File: config.mk
export PLATFORM = sky130hd
export DESIGN_NAME = instruction_fetch_unit
export DESIGN_NICKNAME = d
export VERILOG_FILES = /design/src/rtl/instruction_fetch_unit.sv
export SDC_FILE = /design/constraint.sdc
export NUM_CORES = 1
export LEC_CHECK = 0
export BUFFER_PORTS_ARGS = -buffer_cell sky130_fd_sc_hd__buf_4
export CORE_MARGIN = 2
export CORE_UTILIZATION = 45
export DETAILED_ROUTE_END_ITERATION = 16
export HOLD_SLACK_MARGIN = 0.1
export PLACE_DENSITY = 0.72
export SLEW_MARGIN = 40
export SYNTH_ARGS = -nofsm -noshare
export SYNTH_HDL_FRONTEND = slang
export SYNTH_SLANG_ARGS = --single-unit
export TNS_END_PERCENT = 1
File: constraint.sdc
create_clock -name clk -period 6.7 [get_ports clk]
set_clock_uncertainty 0.15 [all_clocks]
set_input_delay 0 -clock clk [delete_from_list [all_inputs] [get_ports clk]]
set_output_delay 0 -clock clk [all_outputs]
set_load 0.05 [all_outputs]
File: src/rtl/instruction_fetch_unit.sv
// instruction_fetch_unit: PC + IMEM read handshake, IR capture, field decode, branch/sequential advance, halt on illegal opcode
module instruction_fetch_unit #(
  parameter logic [31:0] PC_RESET   = 32'h0000_0000,
  parameter logic [7:0]  MAX_OPCODE = 8'd7
) (
  input  logic        clk,
  input  logic        reset,
  output logic        imem_read,
  output logic [31:0] imem_address,
  input  logic [31:0] imem_readdata,
  input  logic        imem_busywait,
  input  logic        stall,
  input  logic        branch_taken,
  input  logic [7:0]  branch_offset,
  output logic [31:0] pc_out,
  output logic        instr_valid,
  output logic [7:0]  opcode,
  output logic [2:0]  rd,
  output logic [2:0]  rt,
  output logic [2:0]  rs,
  output logic [7:0]  immediate,
  output logic        halted
);
  typedef enum logic [1:0] {IDLE, REQ, ISSUE, HALT} state_t;
  state_t state, state_n;
  logic [31:0] pc, pc_n, ir, ir_n;
  logic [31:0] br_step;
  logic        unused_ir;
  always_ff @(posedge clk or posedge reset)
    if (reset) begin
      state <= IDLE;
      pc    <= PC_RESET;
      ir    <= '0;
    end else begin
      state <= state_n;
      pc    <= pc_n;
      ir    <= ir_n;
    end
  assign br_step = branch_taken ? {{22{branch_offset[7]}}, branch_offset, 2'b00} : 32'd0;
  always_comb begin
    state_n = state;
    pc_n    = pc;
    ir_n    = ir;
    case (state)
      IDLE:  state_n = REQ;
      REQ:   if (!imem_busywait) begin
               ir_n    = imem_readdata;
               state_n = (imem_readdata[31:24] > MAX_OPCODE) ? HALT : ISSUE;
             end
      ISSUE: if (!stall) begin
               state_n = REQ;
               pc_n    = pc + 32'd4 + br_step;
             end
      default: state_n = state;
    endcase
  end
  assign imem_read    = state == REQ;
  assign instr_valid  = state == ISSUE;
  assign halted       = state == HALT;
  assign imem_address = pc;
  assign pc_out       = pc;
  assign opcode       = ir[31:24];
  assign rd           = ir[18:16];
  assign rt           = ir[10:8];
  assign rs           = ir[2:0];
  assign immediate    = ir[7:0];
  // IR bits outside the decoded fields are kept only so IR holds the full word
  assign unused_ir    = ^{ir[23:19], ir[15:11]};
endmodule
==> impl_metrics.csv <==
group,metric,value,unit
run_status,status,"finished, final reports clean",
critical_path,crit_start,"branch_offset[0]",
clock_network,cts_setup_buffers,0,
sta,finalHoldViolCount,0,
sta,final_max_slew_viol_count,0,
critical_path,reg2reg_slack,3.15,ns
critical_path,path_delay_family,"compound AO/OA/AOI/OAI gates",
clock_network,htree_levels,2,
sta,rsz0062_at_grt,"no",
yosys,netlist_instances,477,
critical_path,reg2reg_to,"imem_address[29]",
critical_path,r2r_cells,11,
yosys,synth_top_cells_by_count,"dfrtp_1, nand2_1, buf_4, xnor2_1, ha_1",
floorplan,fp-row-count,35,
critical_path,startpoint_type,"primary input",
critical_path,r2r-start,"imem_address[3]",
routing,routed_wl,10630,um
sta,setup_tns,0,ns
placed_design,gp_congestion,0.9176,
min_path,worstHoldPathType,"in2reg",
routing,drtIter0Drc,159,
yosys,yosys.area.top_type_share,31.30,%
sta,fmax,0.2553,GHz
global_route,grt_pass1_wl,17440,um
clock_network,path_clk_slew,0.11,ns
layout,fillers,822,
clock_network,cts_tree,"yes",
routing,wire_per_inst,15.00,um
clock_network,cts_buffer_depth,2,
critical_path,cpPeakStageDelay,0.55,ns
layout,register_area,1351,sq um
global_route,grt_pass1_vias,3652,
sta,timing.slew.headroom,52.30,%
yosys,synth_warnings,0,
yosys,syn_area,4317,sq um
global_route,antenna_found_initial,0,
sta,layout_min_cycle_time,3.916,ns
layout,syn_to_final_growth,25.48,%
sta,worstMarginPinSlew,0.7155,ns
yosys,synth_ff_type,"dfrtp_1",
power,p_total,1.000,mW
critical_path,cp_slowest_cell,"dlygate4sd3_1",
yosys,yosys.area.top_type,"dfrtp_1",
clock_network,cts_hold_buf,28,
global_route,grt_max_degree,62,
floorplan,fp.dieArea,10390,sq um
routing,route.detailed.drc,0,
floorplan,die_h,101.9,um
placed_design,dpl-instance-area,5020,sq um
sta,setup_viol,0,
layout,final_cell_area,5416,sq um
global_route,overflow,0,
global_route,track_usage,20.75,%
floorplan,start_util,46.50,%
sta,finalCritPeriodShare,58.45,%
clock_network,cts-root-buf,"clkbuf_8",
layout,multiInputGateArea,2524,sq um
floorplan,design.core.area,9284,sq um
power,p_per_area,184.6,nW/um^2
clock_network,cts_resized,0,
critical_path,cp.depth,16,
clock_network,clk_latency,0.32,ns
yosys,ys_async_sr_fraction,100.0,%
critical_path,critical_path.cell_chain,"dlygate4sd3_1 > buf_4 > nand2_1 > dlygate4sd3_1 > ha_1 > inv_1 > ha_1 > fa_1 > a21oi_1 > o221ai_1 > a21oi_2 > o21ai_1 > a221o_1 > a311oi_2 > xor2_1 > o21ai_1",
clock_network,clock_sinks,54,
clock_network,numCtsBuffers,5,
yosys,yosysMostFrequentCell,"dfrtp_1",
critical_path,critPathMaxFanout,4,
critical_path,setup.worst_path.class,"in2reg",
floorplan,io_pins,137,
power,peakVddDrop,0.0001275,V
yosys,ys_ff_latch,54,
critical_path,end_kind,"flip-flop",
layout,drive_above_1_share,29.14,%
critical_path,arrival,3.95,ns
routing,first_pass_iters,4,
yosys,ys_types,51,
routing,vias,3780,
critical_path,endpoint,"imem_address[29]",
yosys,avgSynthCellArea,9.050,sq um
placed_design,port_buffers,122,
layout,layout.nets,660,
routing,vias_per_cell,5.331,
critical_path,critPathRequiredTime,6.74,ns
power,power_leakage,2.759,nW
yosys,synth_seq_area_share,31.30,%
layout,diodes,0,
floorplan,die_w,101.9,um
flow_run,drv_cap,0,
yosys,synth_edf_count,0,
critical_path,worst-path-buf-inv,4,
yosys,netlist_top_cells_area,"dfrtp_1, ha_1, xnor2_1",
placed_design,dp.final_hpwl,7171,um
routing,ant_nets,0,
report_power, final:
part | switching, mW | total, mW | leakage [nW] | internal (mW)
Combinational | 0.249 | 0.384 | 2.01 | 0.135
Sequential | 0.0249 | 0.377 | 0.690 | 0.352
Clock | 0.125 | 0.239 | 0.0587 | 0.114
Total | 0.399 | 1.00 | 2.76 | 0.601
final cells by class:
type / instances / share of cell area [%]
multi-input combinational: 353 / 46.59
sequential: 54 / 24.95
timing repair buffer: 153 / 22.50
tap: 129 / 2.980
clock buffer: 5 / 1.271
clock inverter: 3 / 0.8778
inverter: 12 / 0.8316
how the worst min path moves through the flow:
stage                     start         endpoint  slack, ns  depth (start not counted)
3_3_place_gp              stall         state[0]       0.04                          2
3_5_place_dp              stall         state[0]       0.05                          2
2_1_floorplan             stall         state[0]      -0.07                          1
5_1_grt        branch_offset[1]  imem_address[3]       0.15                          5
6_report       branch_offset[1]  imem_address[3]       0.11                          5
4_1_cts        branch_offset[1]  imem_address[3]       0.11                          5
tightest hold or removal path: stages:
cell and delay (ns):
buf_4 0.07, and2_1 0.11, ha_1 0.12, ha_1 0.12, mux2_2 0.13
metrics by stage:
step | hold slack (ns) | setup WS (ns) | instances | utilization [%]
detailed placement | 0.04689 | 3.133 | 673 | 54.07
global placement | 0.03670 | 3.185 | 673 | 54.02
CTS | 0.1072 | 2.815 | 709 | 58.34
global route | 0.1486 | 2.598 | 709 | 58.34
floorplan | -0.06529 | 3.277 | 480 | -
finish | 0.1059 | 2.784 | 709 | 58.34
routing by layer:
layer / vias up / GRT usage [%] / part of all wire, %
met4: 0 / 5.026 / 0.86
li1: 1831 / - / -
met3: 10 / 4.651 / 6.3
met5: - / 0 / 0
met2: 132 / 34.87 / 47
met1: 1807 / 27.30 / 46
cells in the final DEF (no fill, tap or decap), drive strengths merged, types with 3 or more instances in the layout:
cell	count
dlygate4sd3	28
xnor2	36
ha	35
nor2	17
o21a	3
a31oi	3
a21o	18
and3	25
mux2	24
inv	13
and2	9
xor2	10
dfrtp	54
nor2b	4
a221o	3
o21ai	40
clkbuf	5
o21bai	3
conb	4
nand2b	3
buf	125
nand3	10
nand2	42
nand4	5
or3	3
a21oi	35
logic make-up (layout without fill, tap and decap cells):
kind of cell    after synthesis  in the layout  synth area share (%)
compound gates              115            115                 16.41
buf+inv                      73            173                 10.67
mux                          24             24                 6.261
other cells                   1              4               0.08687
fa+ha+maj                    36             36                 10.61
simple gates                128            128                 15.33
flops                        54             54                 31.30
xor+xnor                     46             46                 9.333
state kept, by name (all words and copies together), names as in the netlist:
signal,flops
ir,22
imem_address,30
state,2
Power figures use the tool's default switching activity.
